File: config.mk
export PLATFORM = sky130hd
export DESIGN_NAME = acc_cpu_sequencer
export DESIGN_NICKNAME = d
export VERILOG_FILES = /design/src/rtl/acc_cpu_sequencer.sv
export SDC_FILE = /design/constraint.sdc
export NUM_CORES = 1
export LEC_CHECK = 0
export BUFFER_PORTS_ARGS = -buffer_cell sky130_fd_sc_hd__buf_4
export CORE_MARGIN = 4
export CORE_UTILIZATION = 50
export CTS_CLUSTER_SIZE = 40
export DETAILED_ROUTE_END_ITERATION = 7
export GPL_ROUTABILITY_DRIVEN = 0
export PLACE_DENSITY = 0.88
export SYNTH_ARGS = -nofsm -noshare
export SYNTH_HDL_FRONTEND = slang
export SYNTH_SLANG_ARGS = --single-unit
File: constraint.sdc
create_clock -name clk -period 4.3 [get_ports clk]
set_input_delay 0.43 -clock clk [delete_from_list [all_inputs] [get_ports clk]]
set_output_delay 0.43 -clock clk [all_outputs]
set_load 0.03 [all_outputs]
File: src/rtl/acc_cpu_sequencer.sv
// Fetch/decode/execute sequencer for the accumulator ALU: owns pc, instruction,
// operand and accumulator registers, and drives the instruction/data memory strobes.
module acc_cpu_sequencer #(
   parameter int DATA_SIZE   = 8,
   parameter int OPCODE_SIZE = 4,
   parameter int INSTR_SIZE  = 12,
   parameter int ADDR_SIZE   = 8
) (
   input  logic                         clk,
   input  logic                         rst_n,
   input  logic                         run,
   output logic        [ADDR_SIZE-1:0]  imem_addr,
   output logic                         imem_rd_en,
   input  logic        [INSTR_SIZE-1:0] imem_rdata,
   output logic        [ADDR_SIZE-1:0]  dmem_addr,
   output logic                         dmem_rd_en,
   output logic                         dmem_wr_en,
   output logic        [DATA_SIZE-1:0]  dmem_wdata,
   input  logic        [DATA_SIZE-1:0]  dmem_rdata,
   output logic        [INSTR_SIZE-1:0] instr_reg,
   output logic signed [DATA_SIZE-1:0]  accumulator,
   output logic signed [DATA_SIZE-1:0]  from_mem_data,
   input  logic        [DATA_SIZE-1:0]  alu_out,
   input  logic                         we_alu,
   output logic                         zero,
   output logic                         halted
);

   typedef enum logic [2:0] {
      S_FETCH, S_DECODE, S_MEMRD, S_MEMWAIT, S_EXEC, S_HALT
   } state_t;

   localparam logic [OPCODE_SIZE-1:0] OP_MEM_LO = OPCODE_SIZE'(1);
   localparam logic [OPCODE_SIZE-1:0] OP_MEM_HI = OPCODE_SIZE'(6);
   localparam logic [OPCODE_SIZE-1:0] OP_ALU_HI = OPCODE_SIZE'(11);
   localparam logic [OPCODE_SIZE-1:0] OP_JMP    = OPCODE_SIZE'(13);
   localparam logic [OPCODE_SIZE-1:0] OP_JZ     = OPCODE_SIZE'(14);
   localparam logic [OPCODE_SIZE-1:0] OP_HALT   = OPCODE_SIZE'(15);

   state_t                 state_q, state_d;
   logic [ADDR_SIZE-1:0]   pc_q, pc_d;
   logic [INSTR_SIZE-1:0]  ir_q, ir_d;
   logic [DATA_SIZE-1:0]   acc_q, acc_d;
   logic [DATA_SIZE-1:0]   mdr_q, mdr_d;
   logic [OPCODE_SIZE-1:0] ir_op, in_op;
   logic [ADDR_SIZE-1:0]   ir_addr;
   logic                   imem_rd, dmem_rd, dmem_wr;

   assign ir_op   = ir_q[INSTR_SIZE-1 -: OPCODE_SIZE];
   assign in_op   = imem_rdata[INSTR_SIZE-1 -: OPCODE_SIZE];
   assign ir_addr = ir_q[ADDR_SIZE-1:0];

   always_ff @(posedge clk or negedge rst_n) begin
      if (!rst_n) begin
         state_q <= S_FETCH;
         pc_q    <= '0;
         ir_q    <= '0;
         acc_q   <= '0;
         mdr_q   <= '0;
      end else begin
         state_q <= state_d;
         pc_q    <= pc_d;
         ir_q    <= ir_d;
         acc_q   <= acc_d;
         mdr_q   <= mdr_d;
      end
   end

   always_comb begin
      state_d = state_q;
      pc_d    = pc_q;
      ir_d    = ir_q;
      acc_d   = acc_q;
      mdr_d   = mdr_q;
      imem_rd = 1'b0;
      dmem_rd = 1'b0;
      dmem_wr = 1'b0;
      case (state_q)
         S_FETCH: begin
            imem_rd = run;
            if (run) state_d = S_DECODE;
         end
         S_DECODE: begin
            ir_d = imem_rdata;
            pc_d = pc_q + ADDR_SIZE'(1);
            // Decode on the memory output so the operand fetch can start next cycle.
            if (in_op >= OP_MEM_LO && in_op <= OP_MEM_HI) state_d = S_MEMRD;
            else if (in_op == OP_HALT)                    state_d = S_HALT;
            else                                          state_d = S_EXEC;
         end
         S_MEMRD: begin
            dmem_rd = 1'b1;
            state_d = S_MEMWAIT;
         end
         S_MEMWAIT: begin
            mdr_d   = dmem_rdata;
            state_d = S_EXEC;
         end
         S_EXEC: begin
            dmem_wr = we_alu;
            if (ir_op == OP_JMP || (ir_op == OP_JZ && acc_q == '0)) pc_d = ir_addr;
            if (ir_op >= OP_MEM_LO && ir_op <= OP_ALU_HI) acc_d = alu_out;
            state_d = S_FETCH;
         end
         S_HALT:  state_d = S_HALT;
         default: state_d = S_FETCH;
      endcase
   end

   // Strobes are gated by rst_n so an in-flight write is dropped the moment reset asserts.
   assign imem_rd_en    = imem_rd & rst_n;
   assign dmem_rd_en    = dmem_rd & rst_n;
   assign dmem_wr_en    = dmem_wr & rst_n;
   assign imem_addr     = pc_q;
   assign dmem_addr     = ir_addr;
   assign dmem_wdata    = acc_q;
   assign instr_reg     = ir_q;
   assign accumulator   = acc_q;
   assign from_mem_data = mdr_q;
   assign zero          = (acc_q == '0);
   assign halted        = (state_q == S_HALT);

endmodule

# ---- Word level (Yosys, flattened, before mapping)
# Cells that the tools add are included.
dict set report word_totals {
  out_inout_bits 57
  wordCells 41
  input_bits 32
  ff_bits 39
}
dict set report classes {
  n_eq_ne 10
  n_addsub 1
  n_reduce_logical 9
  magnitude_cmp 4
  muxes 9
  n_bitwise 3
}
# operator n
set ops {}
lappend ops {{8-bit one-hot mux with 2 select lines} 1}
lappend ops {{3-bit one-hot mux with 5 select lines} 1}
lappend ops {{4-bit equality test (second input constant)} 3}
lappend ops {{8-bit by 1-bit adder with 8-bit output (second input constant)} 1}
lappend ops {{4-bit by 1-bit greater-or-equal comparator with 1-bit output (second input constant)} 2}
lappend ops {{8-bit zero test} 1}
lappend ops {{8-bit 2-to-1 mux} 1}
lappend ops {{3-bit by 2-bit equality test with 1-bit output (second input constant)} 2}
lappend ops {{3-bit equality test (second input constant)} 2}
lappend ops {{3-bit 2-to-1 mux} 2}
lappend ops {{4-bit by 3-bit <= comparator with 1-bit output (second input constant)} 1}
lappend ops {{4-bit <= comparator (second input constant)} 1}
lappend ops {{1-bit 2-to-1 mux} 4}
lappend ops {{2-bit inequality test (second input constant)} 2}
lappend ops {{2-bit AND reduction} 2}
lappend ops {{1-bit bitwise AND} 3}
lappend ops {{3-bit by 1-bit equality test with 1-bit output (second input constant)} 1}
lappend ops {{1-bit logical AND} 3}
lappend ops {{3-bit zero test} 1}
lappend ops {{2-bit nonzero test} 1}
lappend ops {{1-bit logical OR} 1}

# ---- Depth between registers and ports, before layout
# Gate-level depths: netlist of run 1.
dict set report depth {
  ltp_word 5
  depth_mapped 7
  ltp_nobuf 5
}

# ---- Least setup slack after synthesis of run 1
# No wires, ideal clock.
dict set report synth_path {
  path_kind {register -> register}
  from {register acc_q[5], in the netlist accumulator[5]}
  to {register pc_q[0], in the netlist imem_addr[0]}
  required_ns 4.174
  path_stages_with_launch 6
  synth_period_minus_slack_ns 2.242
  slack_ns 2.058
  setup_ns 0.126
  path_buffers 1
  arrival_ns 2.116
  path_cell_list {dfrtp_1 -> or4_1 -> or4_4 -> buf_6 -> and2_4 -> o311a_1}
}
dict set report synth_between {
  elab_chain_len 5
}
# item line
set synth_lines {}
lappend synth_lines {{start, declared} 43} ;# logic [DATA_SIZE-1:0] acc_q, acc_d;
lappend synth_lines {{start signal, assigned} 58} ;# acc_q <= '0;
lappend synth_lines {{start signal, assigned} 64} ;# acc_q <= acc_d;
lappend synth_lines {{8-bit zero test} 101} ;# if (ir_op == OP_JMP || (ir_op == OP_JZ && acc_q == '0)) pc_d = ir_addr;
lappend synth_lines {{1-bit logical AND} 101}
lappend synth_lines {{1-bit logical OR} 101}
lappend synth_lines {{2-bit inequality test (no line)} -}
lappend synth_lines {{2-bit AND reduction (no line)} -}
lappend synth_lines {{end signal, assigned} 62} ;# pc_q <= pc_d;
lappend synth_lines {{end, declared} 41} ;# logic [ADDR_SIZE-1:0] pc_q, pc_d;
# Every way passes these cells.
# A chain may end at the register's enable or synchronous reset.

# ---- Final worst setup path of run 1
dict set report layout_path {
  from {register state_q[1]}
  to {register pc_q[0], in the netlist imem_addr[0]}
}
dict set report layout_between {
  elab_chain_len 3
  word_cells_on_any_way 6
  cone_classes {3 x eq/ne; 1 x mux; 2 x reduce/logical}
}
# item line
set layout_lines {}
lappend layout_lines {{start, declared} 40} ;# state_t state_q, state_d;
lappend layout_lines {{start signal, assigned} 61} ;# state_q <= state_d;
lappend layout_lines {{3-bit equality test / 3-bit by 1-bit equality test with 1-bit output (equally long branches)} 78} ;# case (state_q)
lappend layout_lines {{2-bit inequality test (no line) / 2-bit nonzero test (equally long branches)} -}
lappend layout_lines {{2-bit AND reduction (no line)} -}
# Several ways; a longest one is shown, not always the timed one.

==> results.ini, run 1 <==
[critical_path]
critPathLaunch=state_q[1]
crit_fanout=16
endpoint_kind=flip-flop
required_ns=4.48
r2r_setup_slack_ns=1.93
critPathArrivalTime_ns=2.55
cp_slowest_cell=or4_4
slowest_delay_ns=0.68
critical_path_class=flip-flop to flip-flop
reg2reg_depth=4
crit_chain=or3b_1 -> or4_4 -> and2_4 -> o311a_1
r2r_end=imem_addr[0]
crit_end=imem_addr[0]
crit_path_start_kind=flip-flop
timing.rr.start=state_q[1]

[power_and_ir_drop]
powerDensity_mw_per_mm2=948
power_leakage_nw=1.21
total_power_w=0.00245
switching_share=0.480
p_sw_w=0.00118
power_frac_comb=0.594
ir_worst_vdd_uv=506
clockPowerShare=0.096
internal_power_w=0.00128
p_seq_frac=0.310

[final_layout]
drive_above_1_share=0.544
fin_nets=271
num_antenna_cells=0
seq_area_um2=976
fill_cells=291
final_cells=287
multi_input_area_um2=797
synthToLayoutAreaGrowth_pct=33.5
largest_register_ffs=12

[global_routing]
overflow=0
grt_max_degree=43
grt_first_pass_wirelength_mm=7.11
grt_use_total=0.178
grt_pass1_vias=1564
antenna_found_initial=0

[timing]
setup_tns_ns=0
finalHoldWorstSlack_ns=0.0964
fin_worst_skew_ns=0.00425
rsz0062_at_grt=no
fmax_mhz=422
period_share=0.551
worst_pin_slew_ns=0.683
finalHoldViolations=0
fin_crit_ns=2.37
finalMaxSlewViolations=0
setup_violations=0
slew-limit-headroom=0.545

[hold_path]
min_path_type=primary input to asynchronous set/reset pin

[synthesis]
syn_area_per_cell_um2=11.8
synth_cell_types=37
yosys-top-cells-area=dfrtp_1, mux2_2, buf_4, a21oi_1, o2bb2a_1
syn_inst=165
netlist_area_mm2=0.00194
syn_nets=198
yosys.area.top_type_share=0.503
synth_area_leader_cell=dfrtp_1
synth-edff-count=0
async_flop_share=1.00
ys_warn_count=0
ys_seq_area_frac=0.503
yosys_most_used_dff=dfrtp_1
synth-seq-cells=39

[drt]
drt_iter0_markers=85
finalWirelength_mm=4.28
antenna_left=0
drtPass1Iterations=4
wl_per_cell_um=14.9
vias=1558
drcViolationCount=0
vias_per_cell=5.43

[floorplanning]
start_util=0.522
io_pins=89
core_mm2=0.00372
die_height_um=70.3
placement_rows=22
dieArea_mm2=0.00494
die_w_um=70.3

[cts]
clk_latency_ns=0.29
cts_made_buffers=5
cts.path.max_buffers=2
cts_tree=yes
clk_pin_slew_ns=0.07
root_buffer=clkbuf_8
cts_resized=0
ctsHtreeMaxLevel=2
cts_post_setup_buffers_inserted=0
cts.hold.buffers_added=0
clock_sinks=39

[placement]
numPlacedInstances=279
dp_hpwl_mm=3.20
portBuffers=88

[run_status]
status=complete, no violations

[flow_run]
max_cap_viol_count=0

## power by group through the flow
stage          combinational [W]  clock, W  sequential, W
2_1_floorplan           0.000741         0        0.00105
3_3_place_gp             0.00144         0       0.000757
3_5_place_dp             0.00147         0       0.000768
4_1_cts                  0.00147  0.000244       0.000762
5_1_grt                  0.00154  0.000258       0.000802
6_report                 0.00146  0.000236       0.000760
## worst min-delay path by stage
stage          startpoint             end  cells past startpoint
2_1_floorplan       rst_n  accumulator[0]                      0
3_3_place_gp        rst_n    instr_reg[2]                      1
3_5_place_dp        rst_n    instr_reg[2]                      1
4_1_cts             rst_n    instr_reg[2]                      1
5_1_grt             rst_n    instr_reg[2]                      1
6_report            rst_n    instr_reg[2]                      1
## final cells by class
| class | instances | share of cell area |
|---|---|---|
| inverter | 1 | 0.00145 |
| multi-input combinational | 102 | 0.308 |
| clock buffer | 5 | 0.0266 |
| sequential | 39 | 0.377 |
| timing repair buffer | 89 | 0.258 |
| tap | 48 | 0.0232 |
| clock inverter | 3 | 0.00580 |
## layout by cell type (no fill, tap or decap), types with 3 or more instances in the layout
master,synthesis,routed
buf_4,17,89
dfrtp_1,39,39
mux2_2,28,28
a21oi_1,10,10
nor2_1,7,7
nand3_1,6,6
nand2_1,6,6
o2bb2a_1,5,5
clkbuf_8,0,5
o21ai_0,4,4
nand2b_1,3,3
nor3_1,3,3
and3_1,3,3
a31oi_1,3,3
clkinv_2,0,3
## worst max-delay path: cells and delay by family, from the launching register on
family / cells / cell delay (ns)
AO/OA/AOI/OAI: 1 / 0.28
AND/OR/NAND/NOR: 3 / 1.48
flip-flops: 1 / 0.49
## Yosys cell counts, types with 2 or more instances
cell type / count
o22ai_1: 2
buf_6: 2
buf_4: 17
buf_2: 2
o21ai_0: 4
nor2_1: 7
mux2_2: 28
nand4_1: 2
nand3_1: 6
o2bb2a_1: 5
nor3_1: 3
nand2b_1: 3
nand2_1: 6
and3_1: 3
clkbuf_1: 2
or4_1: 2
a31oi_1: 3
dfrtp_1: 39
a21oi_1: 10
nor3b_1: 2
## metrics by stage
stage | area (um^2) | worst slack (ns) | utilization
floorplan | 1940 | 2.06 | -
global placement | 2500 | 2.02 | 0.674
detailed placement | 2500 | 1.95 | 0.674
CTS | 2590 | 1.93 | 0.697
global route | 2590 | 1.83 | 0.697
finish | 2590 | 1.93 | 0.697
## logic make-up (layout without fill, tap and decap cells)
logic type,Yosys count,count (layout),synth area share
AO/OA/AOI/OAI,30,30,0.105
adder cells (fa/ha/maj),1,1,0.00645
buffers and inverters,24,98,0.0884
flip-flops,39,39,0.503
multiplexers,29,29,0.168
AND/OR/NAND/NOR,42,42,0.129
## routing by layer
layer  global-route usage  vias up  part of all wire
met2                0.284       77              0.49
met4               0.0787        0             0.013
met3               0.0676        7              0.11
met5                    0        -                 0
met1                0.214      735              0.39
li1                     -      739                 -
Power figures use the tool's default switching activity.
==> inputs of run 2 (changes only) <==
--- a/config.mk
+++ b/config.mk
@@ -7,11 +7,11 @@
 export LEC_CHECK = 0
 export BUFFER_PORTS_ARGS = -buffer_cell sky130_fd_sc_hd__buf_4
 export CORE_MARGIN = 4
-export CORE_UTILIZATION = 50
+export CORE_UTILIZATION = 42
 export CTS_CLUSTER_SIZE = 40
 export DETAILED_ROUTE_END_ITERATION = 7
 export GPL_ROUTABILITY_DRIVEN = 0
-export PLACE_DENSITY = 0.88
+export PLACE_DENSITY = 0.79
 export SYNTH_ARGS = -nofsm -noshare
 export SYNTH_HDL_FRONTEND = slang
 export SYNTH_SLANG_ARGS = --single-unit
==> constraint.sdc (replaced) <==
create_clock -name clk -period 2.1 [get_ports clk]
set_input_delay 0.21 -clock clk [delete_from_list [all_inputs] [get_ports clk]]
set_output_delay 0.21 -clock clk [all_outputs]
set_load 0.03 [all_outputs]
==> run 2 against run 1 <==
Core utilization down 7.5 points. Global-route usage down 2.4 points. Non-clock buffer count up 12. Clock power rose to 2.7 times the previous value. Die area up 17%. Count of clock-buffer cells in the layout up 1. Combinational power up 120%. Power up 120%. Critical path type unchanged. Highest routed layer unchanged.
==> results.ini, run 2 (synthesis results as in run 1) <==
[run_status]
status=complete, no violations

[critical_path]
crit_chain=or4_4 -> or4_4 -> and2_4 -> o311a_1
crit_path_start_kind=flip-flop
path_common_cell=or4_4
critical_path_class=flip-flop to flip-flop
slowest_delay_ns=0.56
required_ns=2.28
critPathArrivalTime_ns=2.25
endpoint_kind=flip-flop
cp_slowest_cell=or4_4
crit_fanout=4

[final_layout]
synthToLayoutAreaGrowth_pct=41.4
largest_register_ffs=12
final_area_mm2=0.00274
layout_common_cells=buf_4, dfrtp_1, mux2_2
drive_above_1_share=0.594
fin_util=0.621
num_antenna_cells=0
final_common_cell=buf_4
fin_nets=283

[timing]
setup_tns_ns=0
finalMaxSlewViolations=0
fmax_mhz=482
rsz0062_at_grt=yes
fin_worst_skew_ns=0.00364
period_share=0.987
finalHoldViolations=0
worst_slack_ns=0.0273
setup_violations=0
fin_crit_ns=2.07
slew-limit-headroom=0.647
worst_pin_slew_ns=0.529

[cts]
ctsHtreeMaxLevel=2
clock_sinks=39
clk_pin_slew_ns=0.07
clk_latency_ns=0.29
cts_tree=yes
cts.path.max_buffers=2
root_buffer=clkbuf_8
cts_made_buffers=5

[power_and_ir_drop]
powerDensity_mw_per_mm2=1950
p_sw_w=0.00245
clockPowerShare=0.120
total_power_w=0.00535
power_leakage_nw=1.28
power_frac_comb=0.599
p_seq_frac=0.282
switching_share=0.459
internal_power_w=0.00289
ir_worst_vdd_uv=1180

[hold_path]
min_path_type=primary input to flip-flop

[drt]
wl_per_cell_um=15.1
dr_wl_met2_mm=2.27
highest_layer=met4
drt-met1-wl_mm=1.76
antenna_left=0
vias=1610
wl_met3_um=486
finalWirelength_mm=4.57
vias_per_cell=5.31
drcViolationCount=0
drt_iter0_markers=71
drtPass1Iterations=4

[flow_run]
max_cap_viol_count=0

[placement]
dp_hpwl_mm=3.51
place_ws_ns=0.0609
portBuffers=88
placed_area_mm2=0.00259

[floorplanning]
die_w_um=76.0
die_height_um=76.0
start_util=0.439
dieArea_mm2=0.00577
io_pins=89
placement_rows=24
core_mm2=0.00441

[global_routing]
overflow=0
grt_use_total=0.154
grt_pass1_vias=1582
grt_max_degree=35
grt_first_pass_wirelength_mm=7.33
antenna_found_initial=0

run 2: power groups by stage:
stage / Clock [W] / Combinational [W] / Sequential [W]
finish: 0.000639 / 0.00320 / 0.00151
global route: 0.000692 / 0.00341 / 0.00158
CTS: 0.000661 / 0.00321 / 0.00151
detailed placement: 0 / 0.00320 / 0.00152
global placement: 0 / 0.00316 / 0.00150
floorplan: 0 / 0.00152 / 0.00217
run 2: final timing paths:
check / startpoint / slack, ns / end / cells after the start
max in group asynchronous: rst_n / 1.17 / accumulator[1] / 3
hold reg to reg: from_mem_data[0] / 0.51 / from_mem_data[0] / 1
setup / recovery: accumulator[5] / 0.03 / imem_addr[0] / 4
setup reg to reg: accumulator[5] / 0.03 / imem_addr[0] / 4
min in group asynchronous: rst_n / 0.28 / from_mem_data[7] / 2
hold / removal: dmem_rdata[2] / 0.15 / from_mem_data[2] / 2
run 2: cell type report:
type                            instances  area, um^2
Fill cell                             402        1670
Inverter                                1        3.75
Multi-Input combinational cell        102         811
Tap cell                               52        65.1
Timing Repair Buffer                  101         764
Sequential cell                        39         981
Clock inverter                          2        35.0
Clock buffer                            6        82.6
run 2: critical path, delay by kind of cell, from the launching register on:
kind	cells	cell delay, ns
and+or+nand+nor	3	1.27
AOI/OAI and AO/OA	1	0.28
DFF	1	0.42
run 2: per-stage QoR:
stage	instances	hold slack, ns
CTS	302	0.136
floorplan	165	-0.0856
finish	303	0.147
global placement	293	0.0301
detailed placement	293	0.0337
global route	303	0.138
run 2: layer usage:
metal  up-vias  GRT usage
met1       763      0.182
met5         -          0
met2        78      0.247
met3         7     0.0723
li1        762          -
met4         0     0.0480
run 2: timing repair:
action | 4_1_cts | 5_1_grt
gates resized for setup | 0 | 4
hold endpoints to repair | 5 | 0
hold buffers | 1 | 0
setup endpoints to repair | 0 | 2
buffers inserted | 0 | 1
